### src/rtl/uart_tx_arbiter_pkg.sv
// Shared definitions for the UART transmit arbiter: FSM state encoding and
// the bit-period helper. The PARITY state keeps its encoding in every build
// so that state values seen on the debug port never shift between builds.
package uart_tx_arbiter_pkg;

  typedef enum logic [2:0] {
    ST_IDLE   = 3'd0,
    ST_START  = 3'd1,
    ST_DATA   = 3'd2,
    ST_PARITY = 3'd3,
    ST_STOP   = 3'd4
  } state_t;

  // Number of system clocks per serial bit (integer divide).
  function automatic int clks_per_bit(input int clk_hz, input int baud);
    return clk_hz / baud;
  endfunction

endpackage

### src/rtl/uart_tx_arbiter_baud_tick.sv
// Bit-period counter. It counts 0..CLKS_PER_BIT-1 and raises tick during the
// last cycle of each bit. restart holds it at 0, so the first bit period
// after a restart has the full length.
module uart_baud_tick #(
  parameter int CLKS_PER_BIT = 4
) (
  input  logic clk,
  input  logic reset,
  input  logic restart,
  output logic tick
);

  localparam int CW = (CLKS_PER_BIT > 1) ? $clog2(CLKS_PER_BIT) : 1;
  localparam logic [CW-1:0] LAST = CW'(CLKS_PER_BIT - 1);

  logic [CW-1:0] cnt;

  // Free-running bit-period counter that wraps at the last cycle of a bit.
  always_ff @(posedge clk) begin
    if (reset || restart) begin
      cnt <= '0;
    end else if (cnt == LAST) begin
      cnt <= '0;
    end else begin
      cnt <= cnt + 1'b1;
    end
  end

  assign tick = (cnt == LAST) && !restart;

endmodule

### src/rtl/uart_tx_arbiter.sv
// Two-requester round-robin arbiter feeding one 8N1 UART transmitter.
// Define UART_TX_PARITY_EN to add an even-parity bit after the data (8E1).
//
// Handshake: reqK_ready is combinational and is high only in IDLE, only for
// the requester selected this cycle and only while its valid is high. A byte
// moves on any rising edge where valid && ready. The requester must hold
// data stable while valid is high and not yet accepted; dropping valid
// before acceptance is allowed and transfers nothing.
module uart_tx_arbiter
  import uart_tx_arbiter_pkg::*;
#(
  parameter int CLK_FREQ_HZ = 25_000_000,
  parameter int BAUD        = 115200
) (
  input  logic       clk,
  input  logic       reset,
  input  logic       req0_valid,
  input  logic [7:0] req0_data,
  output logic       req0_ready,
  input  logic       req1_valid,
  input  logic [7:0] req1_data,
  output logic       req1_ready,
  output logic       TXD,
  output logic       busy,
  output logic       grant_id,
  output logic [2:0] dbg_state
);

  localparam int CLKS_PER_BIT = clks_per_bit(CLK_FREQ_HZ, BAUD);

  state_t     state_q, state_n;
  logic       txd_q, txd_n;
  logic       busy_q, busy_n;
  logic       grant_q, grant_n;
  logic       last_q, last_n;
  logic [7:0] shift_q, shift_n;
  logic [2:0] bit_q, bit_n;
`ifdef UART_TX_PARITY_EN
  logic       par_q, par_n;
`endif

  logic sel;
  logic idle;
  logic accept;
  logic tick;

  // On a tie the requester that did not own the previous frame wins.
  assign sel        = (req0_valid && req1_valid) ? ~last_q : req1_valid;
  assign idle       = (state_q == ST_IDLE);
  assign req0_ready = idle && !reset && req0_valid && !sel;
  assign req1_ready = idle && !reset && req1_valid && sel;
  assign accept     = req0_ready || req1_ready;

  uart_baud_tick #(
    .CLKS_PER_BIT(CLKS_PER_BIT)
  ) u_baud (
    .clk    (clk),
    .reset  (reset),
    .restart(idle),
    .tick   (tick)
  );

  // Next-state and next-output logic for the transmit FSM.
  always_comb begin
    state_n = state_q;
    txd_n   = txd_q;
    busy_n  = busy_q;
    grant_n = grant_q;
    last_n  = last_q;
    shift_n = shift_q;
    bit_n   = bit_q;
`ifdef UART_TX_PARITY_EN
    par_n   = par_q;
`endif
    case (state_q)
      ST_IDLE: begin
        if (accept) begin
          state_n = ST_START;
          txd_n   = 1'b0;
          busy_n  = 1'b1;
          grant_n = sel;
          last_n  = sel;
          shift_n = sel ? req1_data : req0_data;
          bit_n   = 3'd0;
`ifdef UART_TX_PARITY_EN
          par_n   = sel ? ^req1_data : ^req0_data;
`endif
        end
      end
      ST_START: begin
        if (tick) begin
          state_n = ST_DATA;
          txd_n   = shift_q[0];
        end
      end
      ST_DATA: begin
        if (tick) begin
          if (bit_q == 3'd7) begin
`ifdef UART_TX_PARITY_EN
            state_n = ST_PARITY;
            txd_n   = par_q;
`else
            state_n = ST_STOP;
            txd_n   = 1'b1;
`endif
          end else begin
            bit_n   = bit_q + 3'd1;
            shift_n = shift_q >> 1;
            txd_n   = shift_q[1];
          end
        end
      end
      ST_PARITY: begin
`ifdef UART_TX_PARITY_EN
        if (tick) begin
          state_n = ST_STOP;
          txd_n   = 1'b1;
        end
`else
        state_n = ST_IDLE;
        txd_n   = 1'b1;
        busy_n  = 1'b0;
`endif
      end
      ST_STOP: begin
        if (tick) begin
          state_n = ST_IDLE;
          txd_n   = 1'b1;
          busy_n  = 1'b0;
        end
      end
      default: begin
        state_n = ST_IDLE;
        txd_n   = 1'b1;
        busy_n  = 1'b0;
      end
    endcase
  end

  // State and datapath registers; reset aborts any frame in progress.
  always_ff @(posedge clk) begin
    if (reset) begin
      state_q <= ST_IDLE;
      txd_q   <= 1'b1;
      busy_q  <= 1'b0;
      grant_q <= 1'b0;
      last_q  <= 1'b1;
      shift_q <= 8'h00;
      bit_q   <= 3'd0;
`ifdef UART_TX_PARITY_EN
      par_q   <= 1'b0;
`endif
    end else begin
      state_q <= state_n;
      txd_q   <= txd_n;
      busy_q  <= busy_n;
      grant_q <= grant_n;
      last_q  <= last_n;
      shift_q <= shift_n;
      bit_q   <= bit_n;
`ifdef UART_TX_PARITY_EN
      par_q   <= par_n;
`endif
    end
  end

  assign TXD       = txd_q;
  assign busy      = busy_q;
  assign grant_id  = grant_q;
  assign dbg_state = state_q;

endmodule

### config.mk
export PLATFORM = sky130hd
export DESIGN_NAME = uart_tx_arbiter
export DESIGN_NICKNAME = d
export VERILOG_FILES = /design/src/rtl/uart_tx_arbiter_pkg.sv /design/src/rtl/uart_tx_arbiter_baud_tick.sv /design/src/rtl/uart_tx_arbiter.sv
export SDC_FILE = /design/constraint.sdc
export NUM_CORES = 1
export LEC_CHECK = 0
export BUFFER_PORTS_ARGS = -buffer_cell sky130_fd_sc_hd__buf_2
export CORE_MARGIN = 2
export CORE_UTILIZATION = 35
export DETAILED_ROUTE_END_ITERATION = 7
export HOLD_SLACK_MARGIN = 0.08
export SETUP_SLACK_MARGIN = 0.15
export SYNTH_ARGS = -nofsm -noshare
export SYNTH_HDL_FRONTEND = slang
export SYNTH_SLANG_ARGS = --single-unit
### constraint.sdc
create_clock -name clk -period 2 [get_ports clk]
set_clock_uncertainty 0.2 [all_clocks]
set_input_delay 0.4 -clock clk [delete_from_list [all_inputs] [get_ports clk]]
set_output_delay 0.4 -clock clk [all_outputs]
set_load 0.01 [all_outputs]
==> impl_metrics.csv <==
group,metric,value,unit
finish,num-nets-final,222,
clocking,worst_skew_pair.late_latency,0.27,ns
finish,final_layout_size_suffix_gt1_share,35.5,%
logic_synthesis,ys_seq_area_share,37.9,%
logic_synthesis,synth_nets,184,
finish,area_delta_synth_final,30.7,%
timing,final_hold_viol_count,0,
grt,pin_count_of_the_biggest_net_entering_global_routing,17,
routing,route.detailed.drc,0,
logic_synthesis,synthesis.area_per_instance,8.59,sq um
clocking,ctsRootBufferMaster,"sky130_fd_sc_hd__clkbuf_8",
critical_path,crit_required,1.40,ns
logic_synthesis,synthesis.yosys.warnings,0,
critical_path,arrival,1.41,ns
critical_path,worst_setup_path_start_kind,"flip-flop",
routing,dr.first_iter.drc_count,40,
critical_path,critical-path-max-stage-delay,0.41,ns
grt,first_pass_grt_wire_length,4.82,mm
grt,antenna_found_initial,0,
min_path,min_path_cells,2,
clocking,clock_sink_count,26,
power,power,1.09,mW
critical_path,critical_path.top_delay_family,"simple AND/OR/NAND/NOR gates",
clocking,cts_made_buffers,3,
floorplanning,floorplan.initialDensity,37.0,%
routing,final_routed_wire_length_divided_by_cell_count,12.4,um
logic_synthesis,synth.most_common_cell,"sky130_fd_sc_hd__dfxtp_1",
critical_path,cp.buffers_inverters,1,
clocking,h-tree-depth,1,
routing,via_count,1236,
grt,gr-usage-all-layers,14.3,%
min_path,min_delay_path_class,"in2reg",
floorplanning,placeableCoreArea,3720,sq um
power,power_density_over_cell_area,607,nW/um^2
routing,detail_route.wirelength,3.03,mm
timing,timing.final.max_slew_violations,0,
critical_path,cp_slowest_cell,"sky130_fd_sc_hd__or3_4",
logic_synthesis,synth_edf_count,0,
timing,worst_slack,-0.00568,ns
place,placement.setup.worst_slack,0.0730,ns
timing,post_route_fraction_of_the_period_consumed_by_the_critical_path,100,%
clocking,cts_tree,"built",
timing,finalWorstPathRequiredPeriod,2.01,ns
critical_path,worst_r2r_path_depth,7,
logic_synthesis,synthTopCellsByCount,"sky130_fd_sc_hd__dfxtp_1 (26), sky130_fd_sc_hd__nand2_1 (24), sky130_fd_sc_hd__a21oi_1 (13), sky130_fd_sc_hd__nor2_1 (13)",
critical_path,cp_cell_sequence,"or3_4, nor4b_4, buf_2",
clocking,clock_tree.buffer_depth,2,
critical_path,critical_path.endpoint_type,"primary output",
logic_synthesis,synth_top_area_share,37.9,%
floorplanning,rows,22,
floorplanning,floorplan.die.height,66.7,um
clocking,cts_hold_buf,0,
timing,slew-limit-headroom,71.1,%
finish,count_of_inserted_antenna_diode_cells,0,
clocking,clock_input_transition_at_the_sequential_cells_of_the_worst_setup_and_hold_paths,0.09,ns
logic_synthesis,netlist_instances,160,
logic_synthesis,netlist_area,1380,sq um
run_status,failing_checks,"negative setup slack",
run_status,status,"finished, violations left",
run,cap_violations,0,
floorplanning,top_level_i_o_count,28,
critical_path,timing.critical_path.fanout_max,2,
grt,overflow,0,
finish,layout.filler_cells,384,
logic_synthesis,number_of_distinct_library_cell_variants_in_the_gate_level_netlist_after_synthesis,42,
timing,count_of_final_setup_violators,1,
timing,rsz0062_at_grt,"yes",
logic_synthesis,synth-main-ff-cell,"sky130_fd_sc_hd__dfxtp_1",
logic_synthesis,yosys.area.top_type,"sky130_fd_sc_hd__dfxtp_1",
place,finalWeightedCongestion,0.792,
logic_synthesis,fraction_of_synthesis_flops_using_an_asynchronous_set_or_reset_pin,0,%
place,number_of_buffers_inserted_by_port_buffering,27,
logic_synthesis,synth_seq_cells,26,
critical_path,critical_path_depth,3,
routing,postRouteAntennaNets,0,
power,p_leak,0.750,nW
timing,worstMarginPinSlew,0.428,ns
logic_synthesis,synth_top_cells_by_area,"sky130_fd_sc_hd__dfxtp_1 (38%), sky130_fd_sc_hd__nand2_1 (6.6%), sky130_fd_sc_hd__mux2i_1 (5.1%)",
power,worst_ir_drop_vdd,271,uV
critical_path,timing.setup.critical_path_class,"reg2out",
place,detailed_place_hpwl,2.17,mm
floorplanning,die_width,66.7,um
timing,clock.fmax,499,MHz
routing,vias_per_cell,5.04,
grt,number_of_global_route_vias_before_repair,1123,
routing,drtPass1Iterations,4,
floorplanning,fp.dieArea,4450,sq um
-- cells by family (layout without fill, tap and decap cells) --
logic type | after synthesis | in the layout | synth area share [%]
buffers and inverters | 15 | 52 | 4.82
XOR/XNOR | 5 | 5 | 3.19
flip-flops | 26 | 26 | 37.9
AND/OR/NAND/NOR | 63 | 63 | 26.1
AO/OA/AOI/OAI | 39 | 39 | 18.5
adder cells (fa/ha/maj) | 4 | 4 | 3.64
multiplexers | 8 | 8 | 5.91
-- timing repair --
item | 4_1_cts | 5_1_grt
setup endpoints to repair | 13 | 19
resized for setup | 10 | 9
setup buffers | 1 | 4
pin swaps | 1 | 5
-- state kept, by name (all words and copies together), names as in the netlist --
| register | cells |
|---|---|
| grant_id | 1 |
| last_q | 1 |
| dbg_state | 3 |
| shift_q | 8 |
| busy | 1 |
| bit_q | 3 |
| u_baud.cnt | 8 |
| TXD | 1 |
-- layer usage --
layer  global-route usage [%]  part of all wire (%)  vias to the layer above  wire, um
met4                     7.65                   2.1                        0        63
met2                     23.1                    47                       23      1430
met1                     17.9                    48                      564      1450
met5                        0                     0                        -         0
met3                     2.53                   3.0                        5        92
li1                         -                     -                      644         -
-- placed cells by master (no fill, tap or decap), types with 3 or more instances in the layout --
cell type / synthesis / routed
sky130_fd_sc_hd__clkbuf_8: 0 / 4
sky130_fd_sc_hd__xor2_1: 3 / 3
sky130_fd_sc_hd__mux2i_1: 7 / 7
sky130_fd_sc_hd__dfxtp_1: 26 / 22
sky130_fd_sc_hd__o211ai_1: 7 / 7
sky130_fd_sc_hd__inv_1: 5 / 4
sky130_fd_sc_hd__a21oi_1: 13 / 13
sky130_fd_sc_hd__nand2_1: 24 / 23
sky130_fd_sc_hd__nand3b_1: 3 / 3
sky130_fd_sc_hd__nand3_1: 4 / 3
sky130_fd_sc_hd__buf_2: 5 / 27
sky130_fd_sc_hd__nor2_1: 13 / 13
sky130_fd_sc_hd__o21ai_0: 7 / 7
sky130_fd_sc_hd__and3_1: 3 / 3
sky130_fd_sc_hd__buf_4: 1 / 13
-- layout make-up --
cell class / instances / area (sq um) / area share, %
repair buffers: 43 / 284 / 15.8
inverters: 5 / 18.8 / 1.04
clock buffers: 4 / 55.1 / 3.06
well taps: 48 / 60.1 / 3.34
flip-flops and latches: 26 / 531 / 29.5
multi-input cells: 119 / 848 / 47.2
-- per-stage QoR --
stage / instances / TNS, ns / cell area [sq um] / hold WS, ns / util, %
after floorplan: 160 / 0 / 1380 / 0.230 / -
after global placement: 236 / 0 / 1620 / 0.246 / 43.7
after detailed placement: 236 / 0 / 1620 / 0.252 / 43.7
after CTS: 241 / -0.0186 / 1710 / 0.170 / 46.1
after global routing: 245 / -0.117 / 1800 / 0.212 / 48.4
final: 245 / -0.00568 / 1800 / 0.197 / 48.4
-- path summary, 6_finish.rpt --
check | start | to | slack (ns)
setup / recovery | dbg_state[0] | req0_ready | -0.006
hold / removal | reset | grant_id | 0.20
setup reg to reg | u_baud.cnt[0] | bit_q[0] | 0.11
hold reg to reg | u_baud.cnt[0] | u_baud.cnt[0] | 0.24
-- power breakdown --
| group | internal, mW | leakage [nW] | total (mW) | switching [mW] |
|---|---|---|---|---|
| sequential | 0.538 | 0.214 | 0.553 | 0.0145 |
| clock | 0.176 | 0.0288 | 0.342 | 0.166 |
| combinational | 0.101 | 0.507 | 0.195 | 0.0937 |
Power figures use the tool's default switching activity.
